File: src/rtl/vga_pkg.sv
// Shared constants and types for the VGA test-pattern checker and generator.
// Timing defaults describe 640x480 at a 25 MHz pixel clock.
package vga_pkg;

  localparam int unsigned VGA_TOTAL_COLS  = 800;
  localparam int unsigned VGA_TOTAL_ROWS  = 525;
  localparam int unsigned VGA_ACTIVE_COLS = 640;
  localparam int unsigned VGA_ACTIVE_ROWS = 480;

  localparam int unsigned CNT_W = 10;
  localparam int unsigned PAT_W = 3;

  localparam logic [PAT_W-1:0] PAT_OFF     = 3'd0;
  localparam logic [PAT_W-1:0] PAT_RED     = 3'd1;
  localparam logic [PAT_W-1:0] PAT_GREEN   = 3'd2;
  localparam logic [PAT_W-1:0] PAT_BLUE    = 3'd3;
  localparam logic [PAT_W-1:0] PAT_CHECKER = 3'd4;

  typedef enum logic [1:0] {
    ST_UNLOCKED = 2'd0,
    ST_ACQUIRE  = 2'd1,
    ST_LOCKED   = 2'd2
  } vga_state_e;

  // Codes above CHECKER carry no defined image and are never compared.
  function automatic logic pattern_is_checked(input logic [PAT_W-1:0] pat);
    return (pat <= PAT_CHECKER);
  endfunction

endpackage

File: src/rtl/vga_expected_pixel.sv
// Expected RGB for a (pattern, col, row) position plus a flag saying whether
// that pixel is compared at all. Purely combinational; shared with the generator.
module vga_expected_pixel
  import vga_pkg::*;
#(
  parameter int unsigned VIDEO_WIDTH = 3,
  parameter int unsigned ACTIVE_COLS = VGA_ACTIVE_COLS,
  parameter int unsigned ACTIVE_ROWS = VGA_ACTIVE_ROWS
) (
  input  logic [PAT_W-1:0]       i_pattern,
  input  logic [CNT_W-1:0]       i_col,
  input  logic [CNT_W-1:0]       i_row,
  output logic [VIDEO_WIDTH-1:0] o_red_c,
  output logic [VIDEO_WIDTH-1:0] o_green_c,
  output logic [VIDEO_WIDTH-1:0] o_blue_c,
  output logic                   o_check_en_c
);

  localparam logic [VIDEO_WIDTH-1:0] ONES = {VIDEO_WIDTH{1'b1}};

  logic active_c;

  always_comb begin
    o_red_c      = '0;
    o_green_c    = '0;
    o_blue_c     = '0;
    active_c     = (i_col < CNT_W'(ACTIVE_COLS)) && (i_row < CNT_W'(ACTIVE_ROWS));
    o_check_en_c = active_c && pattern_is_checked(i_pattern);
    case (i_pattern)
      PAT_RED:     o_red_c   = ONES;
      PAT_GREEN:   o_green_c = ONES;
      PAT_BLUE:    o_blue_c  = ONES;
      PAT_CHECKER: begin
        // 32x32 checkerboard
        if (i_col[5] ^ i_row[5]) begin
          o_red_c   = ONES;
          o_green_c = ONES;
          o_blue_c  = ONES;
        end
      end
      default: ;
    endcase
  end

endmodule

File: config.mk
export PLATFORM = sky130hd
export DESIGN_NAME = vga_expected_pixel
export DESIGN_NICKNAME = d
export VERILOG_FILES = /design/src/rtl/vga_pkg.sv /design/src/rtl/vga_expected_pixel.sv
export SDC_FILE = /design/constraint.sdc
export NUM_CORES = 1
export LEC_CHECK = 0
export CAP_MARGIN = 0
export CORE_AREA = 5 5 42 44
export DETAILED_ROUTE_END_ITERATION = 8
export DIE_AREA = 0 0 47 49
export GPL_TIMING_DRIVEN = 1
export PLACE_DENSITY = 0.63
export SYNTH_ARGS = -nofsm -noshare
export SYNTH_HDL_FRONTEND = slang
export SYNTH_SLANG_ARGS = --single-unit
export TNS_END_PERCENT = 30
File: constraint.sdc
create_clock -name vclk -period 2.52
set_input_delay 0.756 -clock vclk [all_inputs]
set_output_delay 0.756 -clock vclk [all_outputs]
set_load 0.05 [all_outputs]
==> summary.txt <==
Outcome
  – Status: complete, no violations

Synth
  – Yosys top cell by area: buf_4
  – Synth Instances: 18
  – Register area share after synthesis: 0
  – Syn_nets: 41
  – Avg Inst Size Synth: 7.160 µm²
  – Top post-synthesis cells by area: buf_4 (35%), or2b_1 (12%), o22ai_1 (9.7%), and4b_1 (7.8%), o21ai_0 (7.8%)
  – Area share of the largest cell type after synthesis: 0.3495
  – Top cells by count, synth: buf_4 (6), o21ai_0 (2), o22ai_1 (2), or2b_1 (2)
  – Synth cell types: 10
  – Mapped cell area: 128.9 µm²
  – Cell with the most instances after synthesis: buf_4
  – Yosys warning count: 0

Worst setup path
  – Critical Path Fanout Max: 3
  – CP max-delay cell: or3b_4
  – CP cell instances: buf_6 > or3b_4 > o22ai_4 > buf_12
  – Worst path bufs/invs: 2
  – CP peak stage delay: 0.44 ns
  – Critical path class: primary input to output port
  – Critical Path AT: 1.74 ns
  – Endpoint class of the critical path: output port
  – Startpoint types: primary input
  – Crit path max-delay family: simple AND/OR/NAND/NOR gates
  – Crit path depth: 4
  – Crit path required time: 1.76 ns

Finish
  – Final std cells w/o fill: 53
  – Fillers: 147
  – Multi-input logic area: 143.9 µm²
  – Count of flip-flops and latches: 0
  – Area grow syn2layout: 289.3%
  – Share of cells above drive strength 1: 0.5676
  – Clock buffer count: 0
  – Post-layout nets: 62
  – Diode count: 0
  – Reg area: 0 µm²

Drt
  – DRC viols: 0
  – Vias per cell: 3.906
  – Via count of the routed design: 207
  – Drt initial violations: 1
  – Pre-antenna DRT Iters: 2
  – Routed wire length: 466 µm
  – Wire per inst: 8.792 µm
  – Routed Antenna Nets: 0

Global route
  – Initial antenna violation count: 0
  – Largest net degree at the start of global routing: 5
  – Number of global-route vias before repair: 188
  – Remaining global-route overflow: 0
  – Tot GR Track Use: 0.03511
  – Global-route wire length before repair: 669 µm

Placement
  – Buffers on Ports: 22
  – Dpl cells: 53
  – HPWL Detailed: 461.3 µm
  – Final GP Congestion: 0.6004

Timing
  – Slew margin rel.: 0.8187
  – RSZ-0062 raised after global routing: yes
  – Final cycle utilization of the critical path: 0.9901
  – # setup viols final: 0
  – Fmax: 400.8 MHz
  – Slew Viols, Final: 0
  – Worst Max-Slew Pin Slew: 0.2719 ns
  – Crit path time final: 2.495 ns
  – Final hold viol count: 0

Floorplan
  – Chip Width: 47 µm
  – Core ar.: 1401 µm²
  – Initial Util: 0.09196
  – Die area: 2303 µm²
  – Row cnt: 14
  – Die extent in y: 49 µm
  – # IOs: 33

Power
  – Total power: 131.8 µW
  – Power density over cell area: 262.7 nW/µm²
  – Peak VDD IR: 0.08398 mV
  – Leak Pwr: 0.1933 nW

Min path
  – Hold WC Path Type: primary input to output port
  – Hold depth: 4

Clocking
  – Hold-fix buffers, CTS: 0
  – Post-CTS Repair Setup Buffers: 0

Job
  – Max_cap viols: 0
metal layers:
metal	GRT usage	routed length (µm)	vias up
met4	0	0	0
met2	0.06109	209	19
met5	0	0	-
li1	-	-	99
met3	0.01107	121	0
met1	0.04357	135	89
report_power, final:
group | internal (mW) | switching [mW] | leakage [nW]
clock | 0 | 0 | 0
sequential | 0 | 0 | 0
combinational | 0.0676 | 0.0642 | 0.193
final timing paths:
check / startpoint / end / slack (ns)
max: i_pattern[0] / o_green_c[2] / 0.02
min: i_pattern[2] / o_green_c[1] / 2.00
repair_timing:
action | in CTS | in global routing
pin swaps | 3 | 0
gates resized for setup | 16 | 2
endpoints found under the setup margin | 10 | 6
cell usage in the layout (no fill, tap or decap), drive strengths merged:
master / synthesis / final
and4b: 1 / 1
buf: 6 / 16
clkdlybuf4s50: 0 / 7
dlygate4sd2: 0 / 2
nand3b: 1 / 1
nand4: 1 / 1
o21ai: 3 / 3
o22ai: 2 / 2
or2b: 2 / 2
or3b: 1 / 1
xnor2: 1 / 1
cell families after synthesis:
logic type | Yosys count | synth area share
compound gates | 5 | 0.2135
buf+inv | 6 | 0.3495
simple gates | 6 | 0.3690
xor+xnor | 1 | 0.06797
per-stage QoR:
step	instance area [µm²]	setup slack, ns	TNS [ns]	hold WS [ns]	utilization
5_1_grt	501.7	-0.006041	-0.02622	2.026	0.3580
6_report	501.7	0.02488	0	1.997	0.3580
2_1_floorplan	185.2	-0.07485	-0.4237	1.639	-
4_1_cts	489.2	0.0001235	0	2.008	0.3491
3_5_place_dp	488.0	-0.4085	-3.787	2.320	0.3482
3_3_place_gp	488.0	-0.3990	-3.682	2.318	0.3482
layout make-up:
cell class | instances | area share
repair buffers | 25 | 0.6733
multi-input cells | 12 | 0.2868
well taps | 16 | 0.03990
Note: power is estimated with default switching activity, not from simulation.
